--- src/rtl/key_event_arbiter.sv ---
// rtl/key_event_arbiter.sv - round-robin arbiter sharing one event channel between debounced keys
//
// Purpose: latches per-key press (and optionally release) pulses as pending
// requests and offers them one at a time, round-robin, on a valid/ready port.
// Optional feature macro: KEY_EVT_RELEASE_EN (adds release slots, evt_type=1).
//
// Ports:
//   clk        system clock
//   rst        synchronous active-high reset
//   key_down   one-cycle press pulses, bit i = key i
//   key_up     one-cycle release pulses (used only with KEY_EVT_RELEASE_EN)
//   evt_valid  event offered
//   evt_ready  consumer accepts when evt_valid && evt_ready
//   evt_key    index of the offered key
//   evt_type   0 = press, 1 = release
//   pending    bit i = key i has any unserved event
//   overflow   sticky: an event was dropped
//   clr_ovf    clears overflow (a simultaneous set wins)
module key_event_arbiter #(
  parameter int N_KEYS = 4,
  parameter int CODE_W = 2
) (
  input  logic              clk,
  input  logic              rst,
  input  logic [N_KEYS-1:0] key_down,
  input  logic [N_KEYS-1:0] key_up,
  output logic              evt_valid,
  input  logic              evt_ready,
  output logic [CODE_W-1:0] evt_key,
  output logic              evt_type,
  output logic [N_KEYS-1:0] pending,
  output logic              overflow,
  input  logic              clr_ovf
);

`ifdef KEY_EVT_RELEASE_EN
  localparam int SLOTS = 2 * N_KEYS;
`else
  localparam int SLOTS = N_KEYS;
`endif
  localparam int SW = $clog2(SLOTS);

  typedef enum logic {IDLE, OFFER} state_t;

  state_t           state;
  logic [SLOTS-1:0] flags;
  logic [SLOTS-1:0] flags_nxt;
  logic [SLOTS-1:0] slot_in;
  logic [SW-1:0]    last_grant;
  logic [SW-1:0]    cur_slot;
  logic [SW-1:0]    pick;
  logic [SW-1:0]    idx;
  logic             found;
  logic             accept;
  logic             hit;
  logic             ovf_set;

  // Slot layout: key i press = slot 2i, release = slot 2i+1 when releases exist.
`ifdef KEY_EVT_RELEASE_EN
  always_comb begin
    slot_in = '0;
    pending = '0;
    for (int i = 0; i < N_KEYS; i++) begin
      slot_in[2*i]   = key_down[i];
      slot_in[2*i+1] = key_up[i];
      pending[i]     = flags[2*i] | flags[2*i+1];
    end
  end
`else
  logic unused_key_up;
  assign unused_key_up = ^key_up;
  assign slot_in       = key_down;
  assign pending       = flags;
`endif

  assign accept = (state == OFFER) && evt_ready;

  // Round-robin search starting just after the last granted slot.
  always_comb begin
    found = 1'b0;
    pick  = '0;
    idx   = '0;
    for (int k = 1; k <= SLOTS; k++) begin
      idx = SW'((int'(last_grant) + k) % SLOTS);
      if (!found && flags[idx]) begin
        found = 1'b1;
        pick  = idx;
      end
    end
  end

  // A pulse landing in its own slot's accept cycle replaces the served event
  // rather than being dropped; any other pulse into a set flag is an overflow.
  always_comb begin
    flags_nxt = flags;
    ovf_set   = 1'b0;
    hit       = 1'b0;
    for (int s = 0; s < SLOTS; s++) begin
      hit = accept && (cur_slot == SW'(s));
      if (hit) begin
        flags_nxt[s] = slot_in[s];
      end else begin
        flags_nxt[s] = flags[s] | slot_in[s];
        if (slot_in[s] && flags[s]) begin
          ovf_set = 1'b1;
        end
      end
    end
  end

  always_ff @(posedge clk) begin
    if (rst) begin
      state      <= IDLE;
      evt_valid  <= 1'b0;
      evt_key    <= '0;
      evt_type   <= 1'b0;
      flags      <= '0;
      overflow   <= 1'b0;
      last_grant <= SW'(SLOTS - 1);
      cur_slot   <= '0;
    end else begin
      flags    <= flags_nxt;
      overflow <= ovf_set | (overflow & ~clr_ovf);
      case (state)
        IDLE: begin
          if (found) begin
            cur_slot  <= pick;
`ifdef KEY_EVT_RELEASE_EN
            evt_key   <= CODE_W'(pick >> 1);
            evt_type  <= pick[0];
`else
            evt_key   <= CODE_W'(pick);
            evt_type  <= 1'b0;
`endif
            evt_valid <= 1'b1;
            state     <= OFFER;
          end
        end
        OFFER: begin
          if (evt_ready) begin
            last_grant <= cur_slot;
            evt_valid  <= 1'b0;
            state      <= IDLE;
          end
        end
        default: begin
          state     <= IDLE;
          evt_valid <= 1'b0;
        end
      endcase
    end
  end

endmodule

--- config.mk ---
export PLATFORM = sky130hd
export DESIGN_NAME = key_event_arbiter
export DESIGN_NICKNAME = d
export VERILOG_FILES = /design/src/rtl/key_event_arbiter.sv
export SDC_FILE = /design/constraint.sdc
export NUM_CORES = 1
export LEC_CHECK = 0
export ABC_AREA = 1
export CAP_MARGIN = 20
export CORE_MARGIN = 5
export CORE_UTILIZATION = 49
export CTS_BUF_LIST = sky130_fd_sc_hd__clkbuf_16
export CTS_CLUSTER_DIAMETER = 30
export DETAILED_ROUTE_END_ITERATION = 7
export PLACE_DENSITY = 0.81
export SYNTH_ARGS = -nofsm -noshare
export SYNTH_HDL_FRONTEND = slang
export SYNTH_SLANG_ARGS = --single-unit
--- constraint.sdc ---
create_clock -name clk -period 2.4 [get_ports clk]
set_input_delay 0.48 -clock clk [delete_from_list [all_inputs] [get_ports clk]]
set_output_delay 0.48 -clock clk [all_outputs]
set_load 0.03 [all_outputs]
== Yosys cells after proc, flatten, opt, wreduce, memory -nomap -nowiden ==
Index checks and enable logic that the tools add are counted.

* $add $sub $neg: 4
* Order comparisons: 4
* Equal/unequal tests: 5
* Multiplexer cells: 34
* Bitwise gates (word level): 8
* Reductions and logical operators: 19

{| class="wikitable"
|+ Operator list
! cell !! count
|-
| two-way mux 1 bit || 24
|-
| logical AND 1 bit || 12
|-
| less-than comparator 2 x 3 -> 1 bit, second input constant || 4
|-
| binary-select mux 1 bit (select 2 bit) || 4
|-
| two-way mux 2 bit || 4
|-
| AND reduction 2 bit || 3
|-
| bitwise OR 1 bit || 5
|-
| adder 2 x 1 -> 2 bit, second input constant || 2
|-
| adder 2 bit, second input constant || 2
|-
| == test 2 bit, second input constant || 2
|-
| inequality test 2 bit, second input constant || 2
|-
| case mux 1 bit (2 select lines) || 2
|-
| logical NOT 1 bit || 3
|-
| == test 2 x 1 -> 1 bit, second input constant || 1
|-
| logical NOT 2 bit || 1
|-
| inverter 1 bit || 2
|-
| bitwise AND 1 bit || 1
|}

* Register bits after elaboration: 11
* Input port bits: 12
* Output and inout bits: 9
* Word-level logic and storage cells: 80

== Depth between registers and ports, before layout ==
Gate-level depths: netlist of run 1.

* Word-level depth: 15
* Mapped depth: 12
* Mapped depth without buffers: 11

== Worst setup path before layout of run 1 ==
OpenSTA, ideal clock, no wires.

* Path kind: flip-flop to flip-flop
* Start point: reg flags[3] (netlist: pending[3])
* End point: reg cur_slot[1]
* Library setup time: 0.067 ns
* Data arrival time: 1.304 ns
* Data required time: 2.333 ns
* Setup slack: 1.029 ns
* Stages on the path, launching flop included: 11
* Clock period less this slack: 1.371 ns
* Path through: dfxtp_1 -> nand2_1 -> nand2_2 -> nand2_2 -> nand2_2 -> nor2_4 -> nand3_2 -> nand2_4 -> inv_2 -> nand2_1 -> a21oi_2

* Word-level cells in the longest chain between the ends: 13
* Elaborated cells between the ends (all ways): 23

{| class="wikitable"
|+ RTL lines
! item !! line !! text
|-
| start, declared || 46 || <nowiki>logic [SLOTS-1:0] flags;</nowiki>
|-
| start signal, assigned || 122 || <nowiki>flags <= flags_nxt;</nowiki>
|-
| binary-select mux 1 bit (select 2 bit) || 85 || <nowiki>if (!found && flags[idx]) begin</nowiki>
|-
| two-way mux 1 bit (not written as such) || 85 ||
|-
| two-way mux 1 bit || 85 ||
|-
| logical NOT 1 bit || 85 ||
|-
| logical AND 1 bit || 85 ||
|-
| two-way mux 1 bit || 85 ||
|-
| logical NOT 1 bit || 85 ||
|-
| logical AND 1 bit || 85 ||
|-
| two-way mux 1 bit || 85 ||
|-
| logical NOT 1 bit || 85 ||
|-
| logical AND 1 bit || 85 ||
|-
| two-way mux 1 bit || 85 ||
|-
| AND reduction 2 bit (no source line) || -- ||
|-
| end signal, assigned || 127 || <nowiki>cur_slot <= pick;</nowiki>
|-
| end, declared || 50 || <nowiki>logic [SW-1:0] cur_slot;</nowiki>
|}

Parallel ways exist; a longest one is shown, timed or not. The select of a mux whose other input is x is not followed.
A chain may end at the register's enable or synchronous reset.

== Final worst setup path of run 1 ==
* Start point: reg flags[3] (netlist: pending[3])
* End point: out pending[3]

{| class="wikitable"
|+ RTL lines
! item !! line !! text
|-
| end, declared || 31 || <nowiki>output logic [N_KEYS-1:0] pending,</nowiki>
|}

No word-level cell between the ends.

==> results.toml, run 1 <==
[layout]
area_delta_synth_final_pct = 28.5
stdcell_count = 145
multi_input_area_um2 = 423
fin_nets = 142
seq_area_um2 = 220
diodes = 0
final_common_cell = "nand2_1"
fill_cells = 129
drive_gt1_frac = 0.209
mostFrequentLayoutCells = "28 x nand2_1, 16 x inv_1, 15 x clkdlybuf4s50_1, 14 x nand2_2, 11 x dfxtp_1"

[power_and_ir_drop]
ir_worst_vdd_v = 0.000520
power_mw = 0.801
power_density_nw_per_um2 = 825
power.leakage_nw = 0.475

[cts]
cts_tree = "built"
clk_pin_slew_worst_paths_ns = 0.04
ctsHoldBuffers = 0
clkLatencyLatePin_ns = 0.24
root_buffer = "clkbuf_16"
h-tree-depth = 1
clock_path_buffers = 2
cts_sinks = 11
numCtsBuffers = 3
ctsResizeCount = 0
cts_setup_buffers = 0

[logic_synthesis]
synthCells = 114
synth_area_per_cell_um2 = 6.63
ys_ff_latch = 11
synth_warnings = 0
synthesis.nets = 126
syn_area_um2 = 756
yosysSeqAreaShare = 0.291
synth.distinct_cells = 24

[global_route]
grt_use_total = 0.158
grt_max_degree = 11
grt_pass1_wl_mm = 2.98
antenna_found_initial = 0
gr-total-overflow = 0
grt_pass1_vias = 668

[critical_path]
path_class = "flop to output pin"
endpoint_kind = "output pin"
critPathMaxFanout = 5
worst_r2r_startpoint = "last_grant[0]$_SDFFE_PP1P_"
cp-startpoint = "pending[3]$_SDFF_PP0_"
critPathArrivalTime_ns = 1.38
required_ns = 1.92
cp_slowest_stage_delay_ns = 0.71
cpLargestDelayFamily = "buffers and inverters"
path_buf_inv = 1
cp_slowest_cell = "clkdlybuf4s50_1"
path_cells = "clkdlybuf4s50_1"
start_kind = "flop"

[placed_design]
detailed_place_hpwl_mm = 1.34
place.gp.congestion = 0.810
dp.cells = 141
io_buffers = 15

[floorplan]
die_h_um = 49.3
fp-row-count = 14
initial_core_util = 0.508
io_pins = 21
core-area_um2 = 1490
dieArea_um2 = 2430
die_w_um = 49.3

[drt]
firstDrtPassIters = 4
route.antenna.remaining_nets = 0
vias = 749
drt_drc_violations_left = 0
drtIter0Drc = 14
via_per_inst = 5.17
wirelength_mm = 1.81
wl_per_cell_um = 12.5

[sta]
slew_violations = 0
setup_violations = 0
min_period_ns = 1.86
worst_clock_skew_ns = 0.000197
fin_hold_ws_ns = 0.498
setup_tns_ns = 0
grt_setup_unrepaired = "false"
fmax_mhz = 538
period_share = 0.774
final-hold-violation-count = 0

[job]
cap_violations = 0

[run_status]
status = "finished clean"

[min_path]
hold_path_class = "flop to flop"
min_from = "evt_valid$_SDFFE_PP0P_"
logic make-up (layout without fill, tap and decap cells):
| kind of cell | Yosys count | count (layout) | synth area share |
|---|---|---|---|
| and+or+nand+nor | 60 | 60 | 0.399 |
| buffers and inverters | 23 | 38 | 0.149 |
| AOI/OAI and AO/OA | 19 | 19 | 0.156 |
| DFF | 11 | 11 | 0.291 |
| other | 1 | 1 | 0.00496 |
state kept, by name (all words and copies together), names as in the netlist:
signal,cells
overflow,1
evt_valid,1
last_grant,2
pending,4
state,1
cur_slot,2
final timing paths:
kind	endpoint	slack [ns]	depth (start not counted)
setup / recovery	pending[3]	0.54	1
hold / removal	evt_valid$_SDFFE_PP0P_	0.50	2
setup reg to reg	evt_valid$_SDFFE_PP0P_	0.78	9
hold reg to reg	evt_valid$_SDFFE_PP0P_	0.50	2
worst min-delay path, delay by kind of cell, from the launching register on:
kind	cells	cell delay [ns]
flip-flops	1	0.34
AO/OA/AOI/OAI	1	0.06
AND/OR/NAND/NOR	1	0.07
routing by layer:
layer,vias up,share of wire,GRT usage
met4,0,0.019,0.0807
met3,5,0.045,0.0275
met5,-,0,0
li1,386,-,-
met2,18,0.50,0.262
met1,340,0.43,0.190
synth_stat cells:
cell	number	area share
o21ai_0	3	0.020
nor2_4	1	0.015
buf_4	1	0.0099
conb_1	1	0.0050
a21oi_1	7	0.046
nand2_4	2	0.030
inv_1	15	0.074
buf_6	2	0.030
a21oi_2	2	0.023
nand2_1	28	0.14
a31oi_1	1	0.0083
nor2_1	6	0.030
o211ai_1	3	0.030
clkbuf_1	1	0.0050
o31ai_1	1	0.0099
nand2_2	14	0.12
inv_8	1	0.015
a21boi_0	1	0.0099
nand3_2	1	0.013
inv_2	3	0.015
nand3_1	6	0.040
dfxtp_1	11	0.29
nand4_1	2	0.017
o22ai_1	1	0.0083
where the power goes:
group / internal (mW) / switching, mW / total [mW] / leakage [nW]
logic: 0.100 / 0.162 / 0.262 / 0.341
registers: 0.207 / 0.0316 / 0.238 / 0.0917
clock network: 0.219 / 0.0823 / 0.301 / 0.0423
metrics by stage:
step	area, um2	setup slack, ns	utilization
final	971	0.541	0.652
after global routing	971	0.477	0.652
after detailed placement	892	0.528	0.599
after floorplan	756	1.03	-
after CTS	971	0.545	0.652
after global placement	892	0.589	0.599
cell type report:
type	instances	area share
Inverter	19	0.0812
Tap cell	16	0.0206
Sequential cell	11	0.227
Timing Repair Buffer	15	0.155
Clock inverter	1	0.00387
Multi-Input combinational cell	80	0.436
Clock buffer	3	0.0773
Note: power is estimated with default switching activity, not from simulation.
==> run 2: changes to the inputs <==
- CORE_UTILIZATION: 49 -> 46
- PLACE_DENSITY: 0.81 -> 0.77
- clock period: 2.4 -> 1.87 ns (I/O delays scaled with it)
==> run 2 against run 1 <==
  * Wire length decreased by 6.2%
  * Count of clock-buffer cells in the layout unchanged
  * Clock power rose by 25%
  * Flip-flop and latch count stayed put
  * Critical path depth stayed put
  * Highest routed layer unchanged
  * Sequential share of layout area is 0.17 points lower
  * Critical endpoint unchanged
  * Setup slack lost 0.41 ns
  * Global-route usage down 2.0 points
  * Largest cell class unchanged
  * First-iteration DRC count increased by 50%
==> results.toml, run 2 (synthesis gave the netlist of run 1 again) <==
[cts]
cts_sinks = 11
ctsHoldBuffers = 0
ctsResizeCount = 0
cts_tree = "built"
h-tree-depth = 1
clkLatencyLatePin_ns = 0.23
clk_pin_slew_worst_paths_ns = 0.04
cts_setup_buffers = 0
numCtsBuffers = 3
root_buffer = "clkbuf_16"
clock_path_buffers = 2

[critical_path]
endpoint_kind = "output pin"
cpLargestDelayFamily = "buffers and inverters"
path_cells = "clkdlybuf4s50_1"
critPathMaxFanout = 5
start_kind = "flop"
critPathArrivalTime_ns = 1.37
required_ns = 1.50
cp_slowest_stage_delay_ns = 0.71
path_depth = 1
path_class = "flop to output pin"
cp_slowest_cell = "clkdlybuf4s50_1"
worstRegToRegCells = 11
path_buf_inv = 1

[global_route]
grt_use_total = 0.137
grt_pass1_wl_mm = 2.86
grt_max_degree = 11
grt_pass1_vias = 729
antenna_found_initial = 0
gr-total-overflow = 0

[layout]
mostFrequentLayoutCells = "28 x nand2_1, 16 x inv_1, 15 x clkdlybuf4s50_1, 14 x nand2_2, 11 x dfxtp_1"
drive_gt1_frac = 0.215
stdcell_count = 146
area_delta_synth_final_pct = 29.5
diodes = 0
largest_register_ffs = 4
fin_nets = 143
final_common_cell = "nand2_1"

[floorplan]
die_w_um = 50.5
die_h_um = 50.5
dieArea_um2 = 2550
initial_core_util = 0.496
io_pins = 21
core-area_um2 = 1520
fp-row-count = 14

[sta]
min_period_ns = 1.74
final-hold-violation-count = 0
setup_violations = 0
slew_violations = 0
fmax_mhz = 574
period_share = 0.932
grt_setup_unrepaired = "false"
setup_tns_ns = 0
fin_hold_ws_ns = 0.492
worst_clock_skew_ns = 0.000730

[power_and_ir_drop]
ir_worst_vdd_v = 0.000997
power.leakage_nw = 0.480
power_mw = 1.02
power_density_nw_per_um2 = 1040

[placed_design]
io_buffers = 15
detailed_place_hpwl_mm = 1.31
place.gp.congestion = 0.806
dp.cells = 142

[drt]
firstDrtPassIters = 4
drtIter0Drc = 21
via_per_inst = 5.24
route.antenna.remaining_nets = 0
vias = 765
wirelength_mm = 1.70
wl_per_cell_um = 11.6
drt_drc_violations_left = 0

[run_status]
status = "finished clean"

[min_path]
hold_path_class = "flop to flop"
whs_path_depth = 2

[job]
cap_violations = 0
-- run 2: changes by cell type in the layout (fill, tap and decap cells not counted), sizes merged --
cell / change
buf: +1
-- run 2: worst reg2reg max path: cells and delay by family (launching register included) --
kind | cells | cell delay, ns
AND/OR/NAND/NOR | 8 | 0.65
buffers and inverters | 2 | 0.13
AO/OA/AOI/OAI | 1 | 0.09
flip-flops | 1 | 0.62
-- run 2: worst paths after layout --
check / startpoint / to / slack [ns]
setup / recovery: pending[3]$_SDFF_PP0_ / pending[3] / 0.13
hold / removal: evt_valid$_SDFFE_PP0P_ / evt_valid$_SDFFE_PP0P_ / 0.49
setup reg to reg: last_grant[0]$_SDFFE_PP1P_ / evt_valid$_SDFFE_PP0P_ / 0.27
hold reg to reg: evt_valid$_SDFFE_PP0P_ / evt_valid$_SDFFE_PP0P_ / 0.49
-- run 2: final cells by class --
cell class,count,area [um2]
fillers,124,546
clock inverters,1,3.75
inverters,19,78.8
repair buffers,16,158
multi-input cells,80,423
well taps,16,20.0
flip-flops and latches,11,220
clock buffers,3,75.1
-- run 2: layer usage --
metal,up-vias,part of all wire,track usage
met5,-,0,0
met4,0,0.0059,0.0553
met3,2,0.048,0.0296
met2,19,0.52,0.248
met1,354,0.42,0.153
li1,390,-,-
-- run 2: power by group --
group	switching [mW]	leakage [nW]	total (mW)	internal, mW
Sequential	0.0392	0.0917	0.305	0.265
Clock	0.0968	0.0423	0.377	0.280
Combinational	0.209	0.346	0.340	0.131
-- run 2: per-stage QoR --
| step | worst slack (ns) | instance area, um2 | utilization |
|---|---|---|---|
| after floorplan | 0.499 | 756 | - |
| after global placement | 0.281 | 900 | 0.590 |
| after detailed placement | 0.278 | 900 | 0.590 |
| after CTS | 0.129 | 978 | 0.642 |
| after global routing | 0.0630 | 978 | 0.642 |
| final | 0.127 | 978 | 0.642 |
